<file path="src/rtl/matrix_unpack_stream_pkg.sv">
`default_nettype none
// matrix_unpack_stream_pkg: shared FSM encoding and index-width helpers
// for the matrix element-stream blocks.
package matrix_unpack_stream_pkg;

  typedef enum logic {
    MU_IDLE   = 1'b0,
    MU_STREAM = 1'b1
  } mu_state_t;

  // Bits needed to hold a 1-based index up to n, with 0 as the reset value.
  function automatic int idx_w(input int n);
    return $clog2(n + 1);
  endfunction

  function automatic int max2(input int a, input int b);
    return (a > b) ? a : b;
  endfunction

endpackage
`default_nettype wire

</file>
<file path="src/rtl/matrix_index_counter.sv">
`default_nettype none
// matrix_index_counter: 1-based 2D index walk over a ROWS x COLS matrix in
// row-major or column-major order, with end-of-line and end-of-matrix flags.
module matrix_index_counter
  import matrix_unpack_stream_pkg::*;
#(
  parameter int ROWS = 7,
  parameter int COLS = 7,
  localparam int IW = idx_w(max2(ROWS, COLS))
) (
  input  logic          clk,
  input  logic          rst_n,
  input  logic          load,
  input  logic          advance,
  input  logic          col_major,
  output logic [IW-1:0] row,
  output logic [IW-1:0] col,
  output logic          last_line,
  output logic          last
);

  localparam logic [IW-1:0] ROW_MAX = IW'(ROWS);
  localparam logic [IW-1:0] COL_MAX = IW'(COLS);
  localparam logic [IW-1:0] ONE     = IW'(1);

  logic cm;

  // Advancing past the final element is suppressed so the indices hold.
  always_ff @(posedge clk) begin
    if (!rst_n) begin
      row <= '0;
      col <= '0;
      cm  <= 1'b0;
    end else if (load) begin
      row <= ONE;
      col <= ONE;
      cm  <= col_major;
    end else if (advance && !last) begin
      if (!cm) begin
        if (col == COL_MAX) begin
          col <= ONE;
          row <= row + ONE;
        end else begin
          col <= col + ONE;
        end
      end else begin
        if (row == ROW_MAX) begin
          row <= ONE;
          col <= col + ONE;
        end else begin
          row <= row + ONE;
        end
      end
    end
  end

  assign last_line = cm ? (row == ROW_MAX) : (col == COL_MAX);
  assign last      = (row == ROW_MAX) && (col == COL_MAX);

endmodule
`default_nettype wire

</file>
<file path="src/rtl/matrix_unpack_stream.sv">
`default_nettype none
// matrix_unpack_stream: captures one packed ROWS x COLS matrix and emits its
// elements one per cycle on a valid/ready stream with indices and flags.
module matrix_unpack_stream
  import matrix_unpack_stream_pkg::*;
#(
  parameter int bitlength = 8,
  parameter int ROWS      = 7,
  parameter int COLS      = 7,
  localparam int IW = idx_w(max2(ROWS, COLS))
) (
  input  logic                            clk,
  input  logic                            rst_n,
  input  logic [ROWS*COLS*bitlength-1:0]  mat_in,
  input  logic                            mat_col_major,
  input  logic                            mat_valid,
  output logic                            mat_ready,
  output logic [bitlength-1:0]            elem_out,
  output logic [IW-1:0]                   elem_row,
  output logic [IW-1:0]                   elem_col,
  output logic                            elem_last_line,
  output logic                            elem_last,
  output logic                            elem_valid,
  input  logic                            elem_ready
);

  mu_state_t                         state;
  mu_state_t                         state_nxt;
  logic [ROWS*COLS*bitlength-1:0]    mat_q;
  logic                              armed;
  logic                              load;
  logic                              advance;

  // armed keeps mat_ready low on the reset edge itself.
  always_ff @(posedge clk) begin
    if (!rst_n) begin
      state <= MU_IDLE;
      armed <= 1'b0;
      mat_q <= '0;
    end else begin
      state <= state_nxt;
      armed <= 1'b1;
      if (load) begin
        mat_q <= mat_in;
      end
    end
  end

  always_comb begin
    state_nxt = state;
    load      = 1'b0;
    advance   = 1'b0;
    case (state)
      MU_IDLE: begin
        if (mat_valid && armed) begin
          load      = 1'b1;
          state_nxt = MU_STREAM;
        end
      end
      MU_STREAM: begin
        if (elem_ready) begin
          advance = 1'b1;
          if (elem_last) begin
            state_nxt = MU_IDLE;
          end
        end
      end
    endcase
  end

  assign mat_ready  = (state == MU_IDLE) && armed;
  assign elem_valid = (state == MU_STREAM);

  matrix_index_counter #(
    .ROWS (ROWS),
    .COLS (COLS)
  ) u_idx (
    .clk       (clk),
    .rst_n     (rst_n),
    .load      (load),
    .advance   (advance),
    .col_major (mat_col_major),
    .row       (elem_row),
    .col       (elem_col),
    .last_line (elem_last_line),
    .last      (elem_last)
  );

  // Index 0 (post-reset) selects nothing, so elem_out reads as zero.
  always_comb begin
    elem_out = '0;
    for (int r = 0; r < ROWS; r++) begin
      for (int c = 0; c < COLS; c++) begin
        if (elem_row == IW'(r + 1) && elem_col == IW'(c + 1)) begin
          elem_out = mat_q[(r*COLS + c)*bitlength +: bitlength];
        end
      end
    end
  end

endmodule
`default_nettype wire

</file>
<file path="config.mk">
export PLATFORM = sky130hd
export DESIGN_NAME = matrix_unpack_stream
export DESIGN_NICKNAME = d
export VERILOG_FILES = /design/src/rtl/matrix_unpack_stream_pkg.sv /design/src/rtl/matrix_index_counter.sv /design/src/rtl/matrix_unpack_stream.sv
export SDC_FILE = /design/constraint.sdc
export NUM_CORES = 1
export LEC_CHECK = 0
export ABC_CLOCK_PERIOD_IN_PS = 4200
export CAP_MARGIN = 0
export CORE_MARGIN = 10
export CORE_UTILIZATION = 30
export DETAILED_ROUTE_END_ITERATION = 7
export PLACE_DENSITY_LB_ADDON = 0.2
export SETUP_SLACK_MARGIN = 0.4
export SLEW_MARGIN = 20
export SYNTH_ARGS = -nofsm -noshare
export SYNTH_HDL_FRONTEND = slang
export SYNTH_SLANG_ARGS = --single-unit
</file>
<file path="constraint.sdc">
create_clock -name clk -period 4.2 [get_ports clk]
set_clock_uncertainty 0.05 [all_clocks]
set_input_delay 0.42 -clock clk [delete_from_list [all_inputs] [get_ports clk]]
set_output_delay 0.42 -clock clk [all_outputs]
set_load 0.02 [all_outputs]
</file>
==> impl_results.html <==
<table>
<tr><th>Metric</th><th>Value</th></tr>
<tr><th colspan="2">Clock tree</th></tr>
<tr><td>Insertion delay to the later sink of the worst-skew pair</td><td>between 0.5 and 0.6 ns</td></tr>
<tr><td>Number of buffers added by the clock tree synthesis step</td><td>44</td></tr>
<tr><td>Clock sink total</td><td>between 400 and 500</td></tr>
<tr><td>Clock input transition at the sequential cells of the worst setup and hold paths</td><td>about 0.060 ns</td></tr>
<tr><td>TritonCTS clock tree</td><td>built</td></tr>
<tr><td>Clk root buf</td><td>sky130_fd_sc_hd__clkbuf_16</td></tr>
<tr><td>Maximum level of the CTS H-tree</td><td>2</td></tr>
<tr><td>CTS Buffer Depth</td><td>3</td></tr>
<tr><th colspan="2">Layout</th></tr>
<tr><td>Post-Route Utilization</td><td>0.4304</td></tr>
<tr><td>Area growth, synth to finish</td><td>42.25%</td></tr>
<tr><td>Diode insertion count for antenna repair</td><td>0</td></tr>
<tr><td>Fraction of final layout cells with drive strength greater than 1</td><td>0.1359</td></tr>
<tr><td>Number of nets in the finished design</td><td>about 3500</td></tr>
<tr><th colspan="2">Worst setup path</th></tr>
<tr><td>Kind of cell adding the most delay to the critical path</td><td>compound AO/OA/AOI/OAI gates</td></tr>
<tr><td>Category of the worst setup path capture point</td><td>primary output</td></tr>
<tr><td>Slowest cell on the critical path</td><td>sky130_fd_sc_hd__dfxtp_2</td></tr>
<tr><td>Maximum net fanout on the critical path</td><td>19</td></tr>
<tr><td>Critical path data required time</td><td>between 3 and 4 ns</td></tr>
<tr><td>Kind of critical path</td><td>reg2out</td></tr>
<tr><td>Buffering stage count on the worst path with inverters included</td><td>4</td></tr>
<tr><td>Critical path data arrival time</td><td>~3.4 ns</td></tr>
<tr><td>Cell Chain, Critical Path</td><td>buf_4 -&gt; buf_6 -&gt; nand4b_1 -&gt; buf_4 -&gt; nor3_1 -&gt; nor2_1 -&gt; a211oi_1 -&gt; o21bai_1 -&gt; a31o_1 -&gt; a21oi_2 -&gt; o21ai_2 -&gt; buf_6</td></tr>
<tr><td>Worst setup SP type</td><td>flip-flop</td></tr>
<tr><td>Delay of the slowest cell on the worst path</td><td>around 0.4 ns</td></tr>
<tr><th colspan="2">Synthesis</th></tr>
<tr><td>Number of distinct standard cells referenced by the synthesized netlist</td><td>81</td></tr>
<tr><td>Fraction of registers with async set or reset after synthesis</td><td>0</td></tr>
<tr><td>FF+latch count, synth</td><td>approximately 400</td></tr>
<tr><td>Synthesized Nets</td><td>3064</td></tr>
<tr><td>Sequential cell area fraction in the yosys report</td><td>0.4028</td></tr>
<tr><td>Syn Inst Count</td><td>2655</td></tr>
<tr><td>Synth Area per Inst</td><td>7.506 um2</td></tr>
<tr><td>Most used flip-flop cell after synthesis</td><td>sky130_fd_sc_hd__dfxtp_1</td></tr>
<tr><td>Synth warn</td><td>0</td></tr>
<tr><td>EDFF count, synth</td><td>0</td></tr>
<tr><td>Area of the mapped netlist</td><td>19930 um2</td></tr>
<tr><th colspan="2">Global routing</th></tr>
<tr><td>Number of antenna violations at the first check in global routing</td><td>0</td></tr>
<tr><td>Tot GR Track Use</td><td>0.2176</td></tr>
<tr><td>Wire length of the first global-routing pass</td><td>130.7 mm</td></tr>
<tr><td>Via count of the first global-routing pass</td><td>20740</td></tr>
<tr><td>GRT overflow</td><td>0</td></tr>
<tr><td>Maximum number of pins on one net before global-route repair</td><td>between 100 and 150</td></tr>
<tr><th colspan="2">Timing</th></tr>
<tr><td>Number of slew-limit violations in the final report</td><td>0</td></tr>
<tr><td>Setup repair after global routing missed its margin</td><td>true</td></tr>
<tr><td>Hold Violations, Final</td><td>0</td></tr>
<tr><td>Total negative setup slack</td><td>0 ns</td></tr>
<tr><td>Slew at the pin closest to its max-slew limit</td><td>roughly 0.94 ns</td></tr>
<tr><td>Achievable clock frequency</td><td>256.2 MHz</td></tr>
<tr><td>Rel. slew slack</td><td>0.3701</td></tr>
<tr><td>Final setup violation count</td><td>0</td></tr>
<tr><td>Post-layout minimum cycle time</td><td>3.903 ns</td></tr>
<tr><td>Final critical-path share of the clock period</td><td>0.9294</td></tr>
<tr><th colspan="2">Power and ir drop</th></tr>
<tr><td>Total leakage power</td><td>0.01039 uW</td></tr>
<tr><td>Max IR drop VDD</td><td>just over 0.2 mV</td></tr>
<tr><td>Power Dens Cells</td><td>roughly 330 nW/um2</td></tr>
<tr><th colspan="2">Run</th></tr>
<tr><td>Max-capacitance violation count</td><td>0</td></tr>
<tr><th colspan="2">Drt</th></tr>
<tr><td>Routed Wire Length</td><td>89.70 mm</td></tr>
<tr><td>Vias per cell</td><td>roughly 5.2</td></tr>
<tr><td>Average wire length per cell after detail routing</td><td>22.52 um</td></tr>
<tr><td>Routed Antenna Nets</td><td>0</td></tr>
<tr><td>DRC violation count after routing</td><td>0</td></tr>
<tr><td>Detailed-routing iteration count for the pre-antenna-repair pass</td><td>8</td></tr>
<tr><td>DR iter-0 viols</td><td>~1800</td></tr>
<tr><td>Total number of vias</td><td>around 21000</td></tr>
<tr><th colspan="2">Die</th></tr>
<tr><td>Initial core utilization</td><td>0.3026</td></tr>
<tr><td>Die footprint</td><td>77140 um2</td></tr>
<tr><td>Die Height</td><td>277.7 um</td></tr>
<tr><td>Total number of placement rows</td><td>94</td></tr>
<tr><td>Horizontal die dimension</td><td>approximately 280 um</td></tr>
<tr><td>IO Count</td><td>just over 400</td></tr>
<tr><td>Standard cell core area</td><td>65860 um2</td></tr>
<tr><th colspan="2">Run status</th></tr>
<tr><td>Status</td><td>finished, final reports clean</td></tr>
<tr><th colspan="2">Placed design</th></tr>
<tr><td>Weighted congestion at the end of routability-driven global placement</td><td>0.9522</td></tr>
<tr><td>Count of buffers inserted at the top-level ports</td><td>414</td></tr>
<tr><td>HPWL Detailed</td><td>69.16 mm</td></tr>
<tr><th colspan="2">Worst hold path</th></tr>
<tr><td>Worst hold path class</td><td>in2reg</td></tr>
</table>
-- power breakdown --
group / total (uW) / internal [uW] / switching (uW)
registers: 4150 / 3980 / 162
clock network: 4080 / 2420 / 1660
logic: 1080 / 579 / 505
-- metal layers --
metal / up-vias / routed length (um) / part of all wire / track usage
met4: 0 / 2067 / 0.023 / 0.05060
li1: 10010 / - / - / -
met1: 9939 / 39410 / 0.44 / 0.2879
met2: 823 / 41860 / 0.47 / 0.3596
met3: 140 / 6368 / 0.071 / 0.04086
met5: - / 0 / 0 / 0
-- sequential cells by signal (all words and copies together) (netlist names) --
signal / count
armed: 1
elem_valid: 1
mat_q: 392
u_idx.cm: 1
u_idx.col: 3
u_idx.row: 3
-- synth_stat cells (all sizes together), types with 4 or more instances --
master     n  share of area
a2111oi    5         0.0026
a211oi    14         0.0053
a21boi   398           0.15
a21o       7         0.0026
a21oi     82          0.021
a221oi    25          0.011
a22oi      8         0.0030
a2bb2oi    4         0.0018
a31oi     15         0.0047
a32o       4         0.0020
a41o       4         0.0020
and2       7         0.0022
and3      27         0.0085
and3b      5         0.0022
and4       6         0.0026
and4b      4         0.0020
buf       57          0.016
clkbuf   156          0.029
dfxtp    401           0.40
ha        12         0.0075
inv       16         0.0030
nand2    909           0.17
nand2b    11         0.0035
nand3     63          0.016
nand3b     7         0.0026
nand4     16         0.0061
nand4b    10         0.0062
nor2     103          0.020
nor2b     12         0.0038
nor3      36         0.0090
nor3b      4         0.0015
nor4       7         0.0022
o2111ai    8         0.0038
o211ai    23         0.0087
o21a       5         0.0019
o21ai     88          0.022
o221ai    14         0.0062
o22ai     20         0.0063
o311ai     4         0.0018
o31ai      6         0.0023
o32ai      4         0.0021
or3        9         0.0028
-- placed cells by master, fill, tap and decap left out, types with 9 or more instances in the layout --
| master | instances |
|---|---|
| sky130_fd_sc_hd__a211oi_1 | 10 |
| sky130_fd_sc_hd__clkdlybuf4s50_1 | 405 |
| sky130_fd_sc_hd__nor2b_1 | 10 |
| sky130_fd_sc_hd__ha_4 | 10 |
| sky130_fd_sc_hd__buf_12 | 16 |
| sky130_fd_sc_hd__clkbuf_16 | 47 |
| sky130_fd_sc_hd__clkbuf_8 | 9 |
| sky130_fd_sc_hd__a31oi_1 | 11 |
| sky130_fd_sc_hd__o21ai_2 | 10 |
| sky130_fd_sc_hd__o21ai_1 | 16 |
| sky130_fd_sc_hd__nand3_1 | 58 |
| sky130_fd_sc_hd__a221oi_1 | 13 |
| sky130_fd_sc_hd__nor3_1 | 31 |
| sky130_fd_sc_hd__o221ai_1 | 12 |
| sky130_fd_sc_hd__o21ai_0 | 61 |
| sky130_fd_sc_hd__o22ai_1 | 15 |
| sky130_fd_sc_hd__nand2b_1 | 11 |
| sky130_fd_sc_hd__o211ai_1 | 23 |
| sky130_fd_sc_hd__a21boi_0 | 396 |
| sky130_fd_sc_hd__dfxtp_1 | 395 |
| sky130_fd_sc_hd__buf_6 | 21 |
| sky130_fd_sc_hd__inv_1 | 9 |
| sky130_fd_sc_hd__a221oi_2 | 11 |
| sky130_fd_sc_hd__nor2_1 | 97 |
| sky130_fd_sc_hd__buf_4 | 146 |
| sky130_fd_sc_hd__nand2_1 | 901 |
| sky130_fd_sc_hd__nand4_1 | 14 |
| sky130_fd_sc_hd__and3_1 | 19 |
| sky130_fd_sc_hd__a21oi_1 | 72 |
-- worst reg2reg max path, cell delays in order, from the launching register on --
cell and delay (ns):
sky130_fd_sc_hd__dfxtp_4 0.38, sky130_fd_sc_hd__ha_4 0.19, sky130_fd_sc_hd__ha_4 0.18, sky130_fd_sc_hd__buf_6 0.15, sky130_fd_sc_hd__nand2_1 0.10, sky130_fd_sc_hd__buf_4 0.20
sky130_fd_sc_hd__nand3_1 0.23, sky130_fd_sc_hd__a21oi_1 0.40, sky130_fd_sc_hd__nand3_1 0.14, sky130_fd_sc_hd__o21ai_0 0.08, sky130_fd_sc_hd__a21boi_0 0.09
-- final timing paths --
kind                                                start  cells past startpoint  slack, ns                   endpoint
worst max-delay path            u_idx.col[2]$_SDFFE_PP0P_                     12       0.30                elem_out[6]
worst max register to register  u_idx.col[1]$_SDFFE_PP0P_                     10       1.86  u_idx.col[0]$_SDFFE_PN0P_
worst min register to register    mat_q[352]$_SDFFE_PN0P_                      2       0.41    mat_q[352]$_SDFFE_PN0P_
worst min-delay path                          mat_in[374]                      3       0.34    mat_q[374]$_SDFFE_PN0P_
-- kinds of logic after synthesis --
logic type | after synthesis | synth area share
AOI/OAI and AO/OA | 768 | 0.2747
buffers and inverters | 230 | 0.04897
muxes | 2 | 0.001005
adders and majority gates | 12 | 0.007534
and+or+nand+nor | 1242 | 0.2650
DFF | 401 | 0.4028
-- metrics by stage --
| stage | hold WS [ns] | std cells | setup slack [ns] | instance area [um2] | total power, uW |
|---|---|---|---|---|---|
| detailed placement | 0.4069 | 3840 | 0.08788 | 25270 | 5249 |
| global placement | 0.4039 | 3840 | 0.1058 | 25270 | 5239 |
| CTS | 0.3202 | 3949 | 0.2515 | 27660 | 9346 |
| finish | 0.3428 | 3983 | 0.2967 | 28350 | 9307 |
| global route | 0.3391 | 3983 | 0.1973 | 28350 | 9637 |
| floorplan | 0.3882 | 2655 | 0.7989 | 19930 | 4585 |
-- repair_timing --
item | CTS | global route
resized for setup | 170 | 88
pin swaps | 37 | 44
hold buffers | 0 | 0
endpoints found under the setup margin | 8 | 8
cloned | 1 | 2
buffers inserted | 29 | 32
-- final cells by class --
type                    count  area [um2]
clock buffers              60        1262
clock inverters            19       249.0
fillers                  6647       37510
inverters                  17       71.32
multi-input cells        2024       11770
flip-flops and latches    401        8045
well taps                 864        1081
repair buffers            598        5868
Note: power is estimated with default switching activity, not from simulation.
